File: config.mk
export PLATFORM = sky130hd
export DESIGN_NAME = dense_to_coo_encoder
export DESIGN_NICKNAME = d
export VERILOG_FILES = /design/src/rtl/dense_to_coo_encoder.sv
export SDC_FILE = /design/constraint.sdc
export NUM_CORES = 1
export LEC_CHECK = 0
export ABC_AREA = 1
export BUFFER_PORTS_ARGS = -buffer_cell sky130_fd_sc_hd__clkbuf_2
export CORE_ASPECT_RATIO = 1.75
export CORE_MARGIN = 2
export CORE_UTILIZATION = 40
export CTS_CLUSTER_DIAMETER = 120
export DETAILED_ROUTE_END_ITERATION = 8
export HOLD_SLACK_MARGIN = 0.03
export SETUP_SLACK_MARGIN = 0.05
export SYNTH_ARGS = -nofsm -noshare
export SYNTH_HDL_FRONTEND = slang
export SYNTH_SLANG_ARGS = --single-unit
File: constraint.sdc
create_clock -name clk -period 3.2 [get_ports clk]
set_input_delay 0.32 -clock clk [delete_from_list [all_inputs] [get_ports clk]]
set_output_delay 0.32 -clock clk [all_outputs]
set_load 0.005 [all_outputs]
File: src/rtl/dense_to_coo_encoder.sv
// Dense 8x8 FP8 raster stream to 32-entry COO table encoder (IDLE/SCAN/DONE).
// Optional macro COO_FLUSH_SUBNORMAL_EN: also drop subnormals (exponent field zero).
module dense_to_coo_encoder #(
  parameter int N       = 8,
  parameter int MAX_NNZ = 32,
  parameter int DW      = 8,
  parameter int IW      = $clog2(N),
  parameter int CW      = $clog2(MAX_NNZ + 1)
) (
  input  logic                          clk,
  input  logic                          rst,
  input  logic                          start,
  input  logic                          in_valid,
  output logic                          in_ready,
  input  logic [DW-1:0]                 in_data,
  output logic [MAX_NNZ-1:0][DW-1:0]    coo_data,
  output logic [MAX_NNZ-1:0][IW-1:0]    coo_row,
  output logic [MAX_NNZ-1:0][IW-1:0]    coo_col,
  output logic [MAX_NNZ-1:0]            coo_valid,
  output logic [CW-1:0]                 nnz,
  output logic                          busy,
  output logic                          done,
  output logic                          overflow
);

  typedef enum logic [1:0] {IDLE, SCAN, DONE} state_t;

  state_t        state_reg, state_next;
  logic [IW-1:0] row_ctr_reg, col_ctr_reg;
  logic [CW-1:0] nnz_reg;
  logic          overflow_reg;

  logic start_clear, accept, is_zero, table_full, last_col, last_elem;

  // Sign bit is ignored so that -0 is dropped along with +0.
`ifdef COO_FLUSH_SUBNORMAL_EN
  assign is_zero = (in_data[6:3] == 4'd0);
`else
  assign is_zero = (in_data[DW-2:0] == '0);
`endif

  assign start_clear = (state_reg == IDLE) && start;
  assign accept      = (state_reg == SCAN) && in_valid;
  assign table_full  = (nnz_reg == CW'(MAX_NNZ));
  assign last_col    = (col_ctr_reg == IW'(N - 1));
  assign last_elem   = last_col && (row_ctr_reg == IW'(N - 1));

  always_comb begin
    state_next = state_reg;
    in_ready   = 1'b0;
    busy       = 1'b0;
    done       = 1'b0;
    case (state_reg)
      IDLE: if (start) state_next = SCAN;
      SCAN: begin
        in_ready = 1'b1;
        busy     = 1'b1;
        if (in_valid && last_elem) state_next = DONE;
      end
      DONE: begin
        done       = 1'b1;
        state_next = IDLE;
      end
      default: state_next = IDLE;
    endcase
  end

  always_ff @(posedge clk or negedge rst) begin
    if (!rst) begin
      state_reg    <= IDLE;
      row_ctr_reg  <= '0;
      col_ctr_reg  <= '0;
      nnz_reg      <= '0;
      overflow_reg <= 1'b0;
    end else begin
      state_reg <= state_next;
      if (start_clear) begin
        row_ctr_reg  <= '0;
        col_ctr_reg  <= '0;
        nnz_reg      <= '0;
        overflow_reg <= 1'b0;
      end else if (accept) begin
        if (last_col) begin
          col_ctr_reg <= '0;
          row_ctr_reg <= row_ctr_reg + IW'(1);
        end else begin
          col_ctr_reg <= col_ctr_reg + IW'(1);
        end
        if (!is_zero) begin
          if (table_full) overflow_reg <= 1'b1;
          else            nnz_reg      <= nnz_reg + CW'(1);
        end
      end
    end
  end

  assign nnz      = nnz_reg;
  assign overflow = overflow_reg;

  // One register slot per table entry; the slot addressed by nnz captures the beat.
  genvar gi;
  generate
    for (gi = 0; gi < MAX_NNZ; gi++) begin : g_entry
      logic          wr_en;
      logic [DW-1:0] data_reg;
      logic [IW-1:0] row_reg, col_reg;
      logic          valid_reg;

      assign wr_en = accept && !is_zero && !table_full && (nnz_reg == CW'(gi));

      always_ff @(posedge clk or negedge rst) begin
        if (!rst) begin
          data_reg  <= '0;
          row_reg   <= '0;
          col_reg   <= '0;
          valid_reg <= 1'b0;
        end else if (start_clear) begin
          valid_reg <= 1'b0;
        end else if (wr_en) begin
          data_reg  <= in_data;
          row_reg   <= row_ctr_reg;
          col_reg   <= col_ctr_reg;
          valid_reg <= 1'b1;
        end
      end

      assign coo_data[gi]  = data_reg;
      assign coo_row[gi]   = row_reg;
      assign coo_col[gi]   = col_reg;
      assign coo_valid[gi] = valid_reg;
    end
  endgenerate

endmodule

==> results of run 1 <==
==> cell usage after synthesis, types with 8 or more instances <==
cell type / instances / share of area (%)
nand4_1: 423 / 12
ha_1: 8 / 0.45
clkbuf_1: 43 / 0.73
buf_4: 72 / 2.4
nor2_1: 15 / 0.25
nand4_4: 26 / 2.5
buf_2: 107 / 2.4
nor2_4: 15 / 0.76
buf_6: 24 / 1.2
nor2_2: 9 / 0.25
nand3_1: 44 / 0.99
inv_1: 54 / 0.91
nand2_1: 989 / 17
nor2_8: 10 / 0.90
buf_1: 11 / 0.19
dfrtp_1: 495 / 56
==> layout make-up <==
class,count,area (um2)
clock buffers,64,1360
clock inverters,22,305
fillers,5284,28700
inverters,57,214
multi-input cells,1572,8070
flip-flops and latches,495,12400
well taps,696,871
repair buffers,563,3150
==> per-layer routing <==
layer	wire, um	vias to the layer above	track usage (%)
met1	31900	9535	35.0
met2	39800	896	46.3
met5	26	-	0
li1	-	8657	-
met4	4350	4	13.5
met3	5750	200	5.36
==> through the flow <==
step,utilization (%),hold slack (ns),power [mW],setup slack [ns]
3_5_place_dp,44.8,0.385,16.1,0.776
4_1_cts,47.9,0.0910,22.2,0.740
3_3_place_gp,44.8,0.382,15.9,0.862
6_report,47.9,0.119,22.1,0.741
5_1_grt,47.9,0.109,23.2,0.564
2_1_floorplan,-,0.0244,12.7,1.38
==> logic make-up after synthesis <==
group                      share of synthesized area (%)
adders and majority gates                          0.450
buffers and inverters                               8.15
AOI/OAI and AO/OA                                  0.180
xor gates and xnor gates                           0.118
DFF                                                 55.7
and+or+nand+nor                                     35.4
==> worst max-delay path, stage by stage, from the launching register on <==
cell and delay, ns:
dfrtp_1 0.75, nor2_2 0.17, nand3_4 0.36, buf_12 0.30, nand4_2 0.44, nand2_1 0.19
nand2_1 0.07
==> power by group through the flow <==
stage,Sequential (mW),Clock [mW],Combinational [mW]
after global routing,9.39,6.44,7.40
after floorplan,9.04,0,3.63
final,9.23,6.11,6.74
after detailed placement,9.29,0,6.78
after global placement,9.26,0,6.68
after CTS,9.22,6.23,6.80
==> worst max-delay path by stage <==
| stage | start | slack, ns | cells after the start | to |
|---|---|---|---|---|
| 2_1_floorplan | nnz[0] | 1.38 | 8 | g_entry[10].data_reg[4] |
| 3_3_place_gp | in_data[3] | 0.86 | 9 | g_entry[5].data_reg[1] |
| 3_5_place_dp | nnz[3] | 0.78 | 6 | g_entry[11].data_reg[0] |
| 4_1_cts | nnz[3] | 0.74 | 6 | g_entry[11].data_reg[2] |
| 5_1_grt | nnz[3] | 0.56 | 6 | g_entry[10].col_reg[2] |
| 6_report | nnz[3] | 0.74 | 6 | g_entry[8].data_reg[7] |
==> timing repair <==
item	in CTS	in global routing
hold endpoints to repair	74	0
buffers inserted	0	0
hold buffers	1	0
==> cells in the final DEF (no fill, tap or decap), drive strengths merged <==
| cell | instances |
|---|---|
| nor3 | 1 |
| nand4 | 453 |
| a21oi | 1 |
| clkbuf | 564 |
| clkinv | 9 |
| nor2 | 49 |
| nand3b | 1 |
| nand2 | 994 |
| dfrtp | 495 |
| bufinv | 7 |
| buf | 62 |
| dlygate4sd3 | 1 |
| o21ai | 7 |
| clkinvlp | 5 |
| xor2 | 3 |
| nand3 | 55 |
| inv | 58 |
| ha | 8 |
==> results.md, run 1 <==
* Max VDD drop at 0.000481 V
* Number of global-route vias before repair at 18700
* Clock group share of total power at 27.7%
* Post-synthesis instance total at 2384
* Clock net sink count at 495
* Reg-to-Reg End: g_entry[8].data_reg[7]
* Cell area after layout at 0.0264 mm2
* Top_reg_cell synth: dfrtp_1
* Antenna Violating Nets Remaining at 0
* RSZ-0062 raised after global routing: false
* Fin. Hold Viols at 0
* Initial core utilization at 40.4%
* Post-synthesis sequential area ratio at 55.7%
* Ys async rst share at 100%
* Grt ovf at 0
* Die H at 316 um
* Vias per cell at 5.56
* Non-Filler Instances at 3469
* Seq pwr share at 41.8%
* Num rows at 114
* Number of flip-flops in the largest register at 256
* Syn-to-layout area delta at 18.5%
* Skew-Pair Late Insertion Delay at 0.59 ns
* Slew headroom at 46.0%
* Setup violations, final at 0
* Crit Path Max Fanout at 44
* Die width at 182 um
* Syn nets at 2404
* Max Freq at 407 MHz
* WL final at 81900 um
* Final nets at 2756
* CTS Buffer Depth at 3
* Synth unique cells at 29
* Least-Margin Pin Slew at 0.809 ns
* Iteration count of the initial detailed-routing pass at 5
* WP data required at 3.66 ns
* FF-to-FF Start: nnz[3]
* Mapped Area at 0.0222 mm2
* Max Slew Vio Count at 0
* Post-synthesis register bit count at 495
* Layout cells sized above 1 at 26.4%
* Area after DPL at 0.0247 mm2
* Outcome: finished clean
* Hold Crit Class: in -> reg
* YS warnings at 0
* Crit. End Element: register
* P_sw at 8.32 mW
* Critical path startpoint category: register
* I/O pins at 502
* Global-route wire length before repair at 122000 um
* Total number of vias at 19300
* EDFF count, synth at 0
* Final TNS setup at 0 ns
* Synth Area per Inst at 9.33 um2
* Final cycle utilization of the critical path at 76.8%
* CTS Root Cell: clkbuf_16
* Post-DP HPWL at 53300 um
* Comb pwr share at 30.5%
* Tot GR Track Use at 27.9%
* Largest net degree at the start of global routing at 177
* PortBufs at 501
* Core ar. at 0.0551 mm2
* GPL Wtd Cong at 0.855
* Reg2reg setup slack at 0.74 ns
* Internal at 13.8 mW
* Cells on worst reg2reg path at 6
* Power Dens Cells at 838 mW/mm2
* Die area at 0.0576 mm2
* Post-CTS sizing at 0
* Inserted Clock Buffers at 47
* Max_cap viols at 0
* WP data arrival at 2.92 ns
* Initial antenna violation count at 2
* H-tree depth reported by CTS at 2
* Worst min-delay path startpoint: in_data[5]
* DRC at 0
* Setup Skew at 0.0216 ns
* Worst Hold Path Cells at 5
* Inst Count DP at 3382
* Initial DRC count at 1460
* P_leak at 15.0 nW
* CTS clock-pin slew for the worst setup and hold paths at 0.07 ns
* Routed length per placed instance at 23.6 um
* Final min period at 2.46 ns
* Crit path kind: reg -> reg
* Net Sw Frac at 37.7%
* Hold endpoint: g_entry[16].data_reg[5]
* Antenna diodes at 0
* CTS tree: done
Note: power is estimated with default switching activity, not from simulation.
==> run 2: changes to the inputs <==
--- a/config.mk
+++ b/config.mk
@@ -5,7 +5,7 @@
 export SDC_FILE = /design/constraint.sdc
 export NUM_CORES = 1
 export LEC_CHECK = 0
-export ABC_AREA = 1
+export ABC_AREA = 0
 export BUFFER_PORTS_ARGS = -buffer_cell sky130_fd_sc_hd__clkbuf_2
 export CORE_ASPECT_RATIO = 1.75
 export CORE_MARGIN = 2
@@ -13,6 +13,7 @@
 export CTS_CLUSTER_DIAMETER = 120
 export DETAILED_ROUTE_END_ITERATION = 8
 export HOLD_SLACK_MARGIN = 0.03
+export PLACE_DENSITY = 0.66
 export SETUP_SLACK_MARGIN = 0.05
 export SYNTH_ARGS = -nofsm -noshare
 export SYNTH_HDL_FRONTEND = slang
==> constraint.sdc (replaced) <==
create_clock -name clk -period 2.1 [get_ports clk]
set_input_delay 0.21 -clock clk [delete_from_list [all_inputs] [get_ports clk]]
set_output_delay 0.21 -clock clk [all_outputs]
set_load 0.005 [all_outputs]
==> run 2 against run 1 <==
The flow now finishes with violations (setup timing). Utilization increased by 5.5 points. Sequential share of layout area rose by 1.6 points. Via count is 34% lower. Flip-flop and latch count is the same. Critical path depth up 4. Worst hold slack got worse by 0.040 ns. Critical endpoint is now g_entry[26].row_reg[1]. Highest routed layer unchanged.
==> results.md, run 2 <==
* Post-synthesis instance total at 1229
* Multi-input gate area at 0.00653 mm2
* WL final at 61800 um
* Post-synthesis xor/xnor area fraction at 0.0909%
* Most common cell after layout, fill and taps aside: clkbuf_2
* Cell Chain, Critical Path: buf_6 > or3b_4 > nand3b_1 > buf_6 > buf_6 > buf_6 > buf_12 > nor2_4 > buf_12 > mux2_4
* CP dominant cell by count: buf_6
* H-tree depth reported by CTS at 2
* CTS tree: done
* Highest-delay cell along the critical path: dfrtp_1
* Number of global-route vias before repair at 13500
* Synth unique cells at 41
* Synth Area per Inst at 15.7 um2
* Max VDD drop at 0.000912 V
* Slew headroom at 54.4%
* Grt ovf at 0
* Critical path startpoint category: register
* Global-route wire length before repair at 89200 um
* FF-to-FF Start: state_reg[0]
* Number of flip-flops in the largest register at 256
* P_leak at 13.8 nW
* Syn nets at 1249
* CTS clock-pin slew for the worst setup and hold paths at 0.06 ns
* Total number of vias at 12600
* Final min period at 2.12 ns
* Worst min-delay path startpoint: in_valid
* Core ar. at 0.0477 mm2
* CTS Buffer Depth at 3
* DRC at 0
* Net Sw Frac at 30.2%
* Crit. Startpoint: state_reg[0]
* Outcome: finished, violations left
* RSZ-0062 raised after global routing: true
* GPL Wtd Cong at 0.850
* I/O pins at 502
* Skew-Pair Late Insertion Delay at 0.57 ns
* Die area at 0.0500 mm2
* FF+latch area at 0.0124 mm2
* Post-synthesis mux area share at 26.3%
* Num rows at 106
* P_sw at 8.43 mW
* EDFF count, synth at 0
* Cell taking the most area after synthesis: dfrtp_1
* Top cells by instance count after synthesis: dfrtp_1 (495), mux2_2 (413), clkbuf_1 (48)
* Initial core utilization at 40.4%
* Mapped Area at 0.0193 mm2
* Clock net sink count at 495
* Seq pwr share at 45.7%
* Max incr delay on CP at 0.43 ns
* Setup ws final at -0.0175 ns
* Crit. End Element: register
* Least-Margin Pin Slew at 0.684 ns
* Largest net degree at the start of global routing at 63
* Vias per cell at 5.19
* Top_reg_cell synth: dfrtp_1
* Ys async rst share at 100%
* Setup Skew at 0.0209 ns
* Post-DP HPWL at 41300 um
* Tot GR Track Use at 24.2%
* Clock group share of total power at 28.5%
* Max Freq at 472 MHz
* Post-synthesis adder-cell area fraction at 0.519%
* Internal at 19.4 mW
* Final nets at 1827
* Inserted Clock Buffers at 46
* Final cycle utilization of the critical path at 101%
* Hold WS at 0.0784 ns
* Hold Crit Class: in -> reg
* Layout cells sized above 1 at 65.1%
* CTS Root Cell: clkbuf_16
* Max Slew Vio Count at 0
* Fin util at 53.4%
* Max_cap viols at 0
* Comb pwr share at 25.7%
* Antenna Violating Nets Remaining at 0
* Initial DRC count at 646
* Initial antenna violation count at 4
* Violated checks: setup timing
* WP data required at 2.54 ns
* Die width at 170 um
* Die H at 294 um
* Iteration count of the initial detailed-routing pass at 4
* WP buf/inv at 6
* Post-synthesis register bit count at 495
* Setup violations, final at 5
* Final TNS setup at -0.0424 ns
* Top post-synthesis cells by area: dfrtp_1 (64%), mux2_2 (24%), mux2_1 (2.0%)
* YS warnings at 0
* Crit-path leading delay family: buffers and inverters
* Power Dens Cells at 1090 mW/mm2
* Compound-Gate Fraction of Synth Area at 1.53%
* Simple-gate share of the synthesized area at 3.47%
* Routed length per placed instance at 25.4 um
* PortBufs at 501
* Largest family of logic cells by synthesized area: multiplexers
* Antenna diodes at 0
* WP data arrival at 2.56 ns
* Post-synthesis sequential area ratio at 64.2%
* Crit path kind: reg -> reg
* Crit Path Max Fanout at 7
* FILL cells at 4007
* Syn-to-layout area delta at 32.3%
* Fin. Hold Viols at 0
* Dpl ws at -0.392 ns
* Top cell type's share of synthesized area at 64.2%
* Most numerous cell in the Yosys netlist: dfrtp_1
* Most frequent cells in the layout: clkbuf_2 (500), dfrtp_1 (488), mux2_2 (384)
run 2: cell types whose count changed in the layout (fill, tap and decap cells not counted), moves of 39 or more:
cell and delta:
nand2_1 -951, nand4_1 -419, nand3_1 -39, buf_4 +41, mux2_2 +384, inv_1 -51
run 2: logic make-up after synthesis:
family / after synthesis
and+or+nand+nor: 104
xor gates and xnor gates: 2
DFF: 495
adders and majority gates: 8
buffers and inverters: 129
AOI/OAI and AO/OA: 40
muxes: 451
run 2: routing by layer:
layer	global-route usage [%]	part of all wire, %	routed length [um]
met3	4.94	6.3	3870
met1	27.0	36	22200
met5	0	0.065	40
met2	44.6	53	32700
met4	9.71	4.8	2970
run 2: power groups by stage:
stage               registers [mW]  logic [mW]  clock network (mW)
CTS                           12.7        6.97                8.18
floorplan                     12.8        2.98                   0
global placement              12.8        6.62                   0
finish                        12.7        7.18                7.96
detailed placement            12.9        6.75                   0
global route                  13.0        7.73                8.53
run 2: what timing repair did:
item,in CTS,in global routing
gates cloned,2,4
hold endpoints to repair,37,0
gates resized for setup,26,58
endpoints found under the setup margin,334,181
pin swaps,18,7
hold buffers,1,0
buffers inserted,26,17
run 2: final cells by class:
class	instances	area share, %
multi-input combinational	605	25.6
clock buffer	62	4.98
tap	594	2.91
timing repair buffer	656	17.3
inverter	3	0.0441
clock inverter	21	0.579
sequential	495	48.6
run 2: final timing paths:
kind | slack [ns] | depth (start not counted) | endpoint
min reg2reg | 0.47 | 2 | g_entry[3].valid_reg
max in group asynchronous | 0.90 | 3 | g_entry[20].data_reg[5]
max reg2reg | -0.02 | 10 | g_entry[26].row_reg[1]
min | 0.08 | 5 | state_reg[0]
min in group asynchronous | 0.20 | 2 | g_entry[0].data_reg[3]
max | -0.02 | 10 | g_entry[26].row_reg[1]
run 2: worst min-delay path, cell delays in order:
cell and delay, ns:
clkbuf_2 0.09, buf_4 0.10, nand3_1 0.07, nand2_1 0.08, nand2_1 0.05
run 2: metrics by stage:
step | cells | total power, mW | instance area, um2
2_1_floorplan | 1229 | 15.7 | 19400
3_3_place_gp | 2304 | 19.4 | 23000
3_5_place_dp | 2304 | 19.6 | 23000
4_1_cts | 2415 | 27.9 | 25000
5_1_grt | 2436 | 29.2 | 25500
6_report | 2436 | 27.9 | 25500
==> run 3: changes to the inputs <==
--- a/config.mk
+++ b/config.mk
@@ -13,7 +13,6 @@
 export CTS_CLUSTER_DIAMETER = 120
 export DETAILED_ROUTE_END_ITERATION = 8
 export HOLD_SLACK_MARGIN = 0.03
-export PLACE_DENSITY = 0.66
 export SETUP_SLACK_MARGIN = 0.05
 export SYNTH_ARGS = -nofsm -noshare
 export SYNTH_HDL_FRONTEND = slang
==> constraint.sdc (replaced) <==
create_clock -name clk -period 2.03 [get_ports clk]
set_input_delay 0.203 -clock clk [delete_from_list [all_inputs] [get_ports clk]]
set_output_delay 0.203 -clock clk [all_outputs]
set_load 0.005 [all_outputs]
==> run 3 against run 2 <==
The flow still finishes with violations (setup timing). Final cell count is essentially flat. Fmax grew 1.5%. Utilization grew 0.90 points. Critical path depth decreased by 2. Sequential share of layout area shrank 0.81 points. Die area stayed put. Combinational power increased by 8.1%. Global-route usage rose by 0.85 points. Clock skew is 0.0090 ns lower. Critical endpoint is now g_entry[14].data_reg[7].
==> results.md, run 3 (same netlist as run 2, synthesis figures left out) <==
* Clock net sink count at 495
* Top Layer Used: met4
* Most common cell after layout, fill and taps aside: clkbuf_2
* Violated checks: setup timing
* Max_cap viols at 0
* Final TNS setup at -3.01 ns
* Global-route wire length before repair at 92100 um
* WP buf/inv at 4
* Initial DRC count at 463
* Hold Crit Class: in -> reg
* I/O pins at 502
* Vias per cell at 5.20
* Routed length per placed instance at 26.2 um
* CTS Root Cell: clkbuf_16
* Multi-input gate area at 0.00682 mm2
* Slew headroom at 39.3%
* Max incr delay on CP at 0.42 ns
* Initial antenna violation count at 1
* P_leak at 14.0 nW
* Max Slew Vio Count at 0
* Most frequent cells in the layout: clkbuf_2 (500), dfrtp_1 (488), mux2_2 (332)
* Final min period at 2.09 ns
* Initial core utilization at 40.4%
* Final Power at 29.7 mW
* Inserted Clock Buffers at 47
* Critical path startpoint category: register
* FILL cells at 4034
* Syn-to-layout area delta at 34.5%
* Number of global-route vias before repair at 13500
* Layout cells sized above 1 at 66.4%
* Routed met3 length at 3860 um
* Setup violations, final at 121
* Iteration count of the initial detailed-routing pass at 4
* Largest net degree at the start of global routing at 61
* Crit-path leading delay family: buffers and inverters
* Fin. Hold Viols at 0
* H-tree depth reported by CTS at 2
* Grt ovf at 0
* Total number of vias at 12700
* Die area at 0.0500 mm2
* GPL Wtd Cong at 0.818
* Num rows at 106
* WP data arrival at 2.52 ns
* Least-Margin Pin Slew at 0.910 ns
* Power Dens Cells at 1140 mW/mm2
* Post-DP HPWL at 41100 um
* CTS Buffer Depth at 3
* Number of flip-flops in the largest register at 256
* CP dominant cell by count: buf_12
* Die H at 294 um
* WP data required at 2.47 ns
* Cell area after layout at 0.0259 mm2
* Cell Chain, Critical Path: and3b_2 > buf_4 > o21ai_4 > buf_12 > nor3_4 > buf_6 > buf_12 > mux2_4
* Max Freq at 480 MHz
* Die width at 170 um
* Crit Path Max Fanout at 8
* Setup ws final at -0.0552 ns
* FF+latch area at 0.0124 mm2
* Fin util at 54.3%
* CTS clock-pin slew for the worst setup and hold paths at 0.07 ns
* Setup Skew at 0.0119 ns
* Met2 Wirelength at 33200 um
* Crit. End Element: register
* Core ar. at 0.0477 mm2
* Final cycle utilization of the critical path at 103%
* Crit path kind: reg -> reg
* Antenna Violating Nets Remaining at 0
* DRT met1 WL at 24400 um
* CTS tree: done
* Tot GR Track Use at 25.0%
* DRC at 0
* Max VDD drop at 0.000926 V
* Skew-Pair Late Insertion Delay at 0.57 ns
* PortBufs at 501
* WL final at 64000 um
* Outcome: finished, violations left
* Highest-delay cell along the critical path: dfrtp_1
* Final nets at 1830
* RSZ-0062 raised after global routing: true
* Area after DPL at 0.0228 mm2
[run 3: path summary, 6_finish.rpt]
kind | start | end | slack [ns] | cells after the start
min in group asynchronous | rst | g_entry[17].row_reg[2] | 0.21 | 2
worst max register to register | state_reg[1] | g_entry[14].data_reg[7] | -0.06 | 8
worst min-delay path | in_valid | state_reg[0] | 0.13 | 5
worst min register to register | g_entry[22].valid_reg | g_entry[22].valid_reg | 0.48 | 1
worst max-delay path | state_reg[1] | g_entry[14].data_reg[7] | -0.06 | 8
max in group asynchronous | rst | g_entry[25].col_reg[2] | 0.86 | 3
[run 3: what timing repair did]
| item | CTS | global route |
|---|---|---|
| endpoints found under the setup margin | 415 | 376 |
| resized for setup | 90 | 86 |
| setup buffers | 60 | 7 |
| pin swaps | 19 | 14 |
| cloned | 10 | 2 |
| hold buffers | 1 | 0 |
| hold endpoints to repair | 115 | 0 |
[run 3: through the flow]
step | hold WS, ns | worst slack [ns] | cells
floorplan | -0.0926 | -0.0532 | 1229
global placement | 0.197 | -0.397 | 2283
detailed placement | 0.193 | -0.400 | 2283
CTS | 0.0710 | -0.263 | 2435
global route | 0.135 | -0.129 | 2438
finish | 0.129 | -0.0552 | 2438
[run 3: routing by layer]
metal  track usage (%)  vias to the layer above
li1                  -                     5395
met1              29.1                     6724
met2              45.0                      462
met3              5.57                      100
met4              9.11                        0
met5                 0                        -
[run 3: cell type report]
type                       instances  area share, %
tap                              594           2.87
clock buffer                      65           5.26
antenna                            1        0.00965
clock inverter                    17          0.516
inverter                           3         0.0434
multi-input combinational        607           26.3
timing repair buffer             656           17.2
sequential                       495           47.8
[run 3: power breakdown]
part / switching [mW] / leakage, nW / internal [mW]
sequential: 1.35 / 6.70 / 11.9
combinational: 3.74 / 6.52 / 4.02
clock: 3.83 / 0.744 / 4.83
[run 3: worst register-to-register path, cell delays in order, from the launching register on]
cell,delay [ns]
dfrtp_1,0.42
and3b_2,0.32
buf_4,0.16
o21ai_4,0.10
buf_12,0.17
nor3_4,0.21
buf_6,0.13
buf_12,0.13
mux2_4,0.32
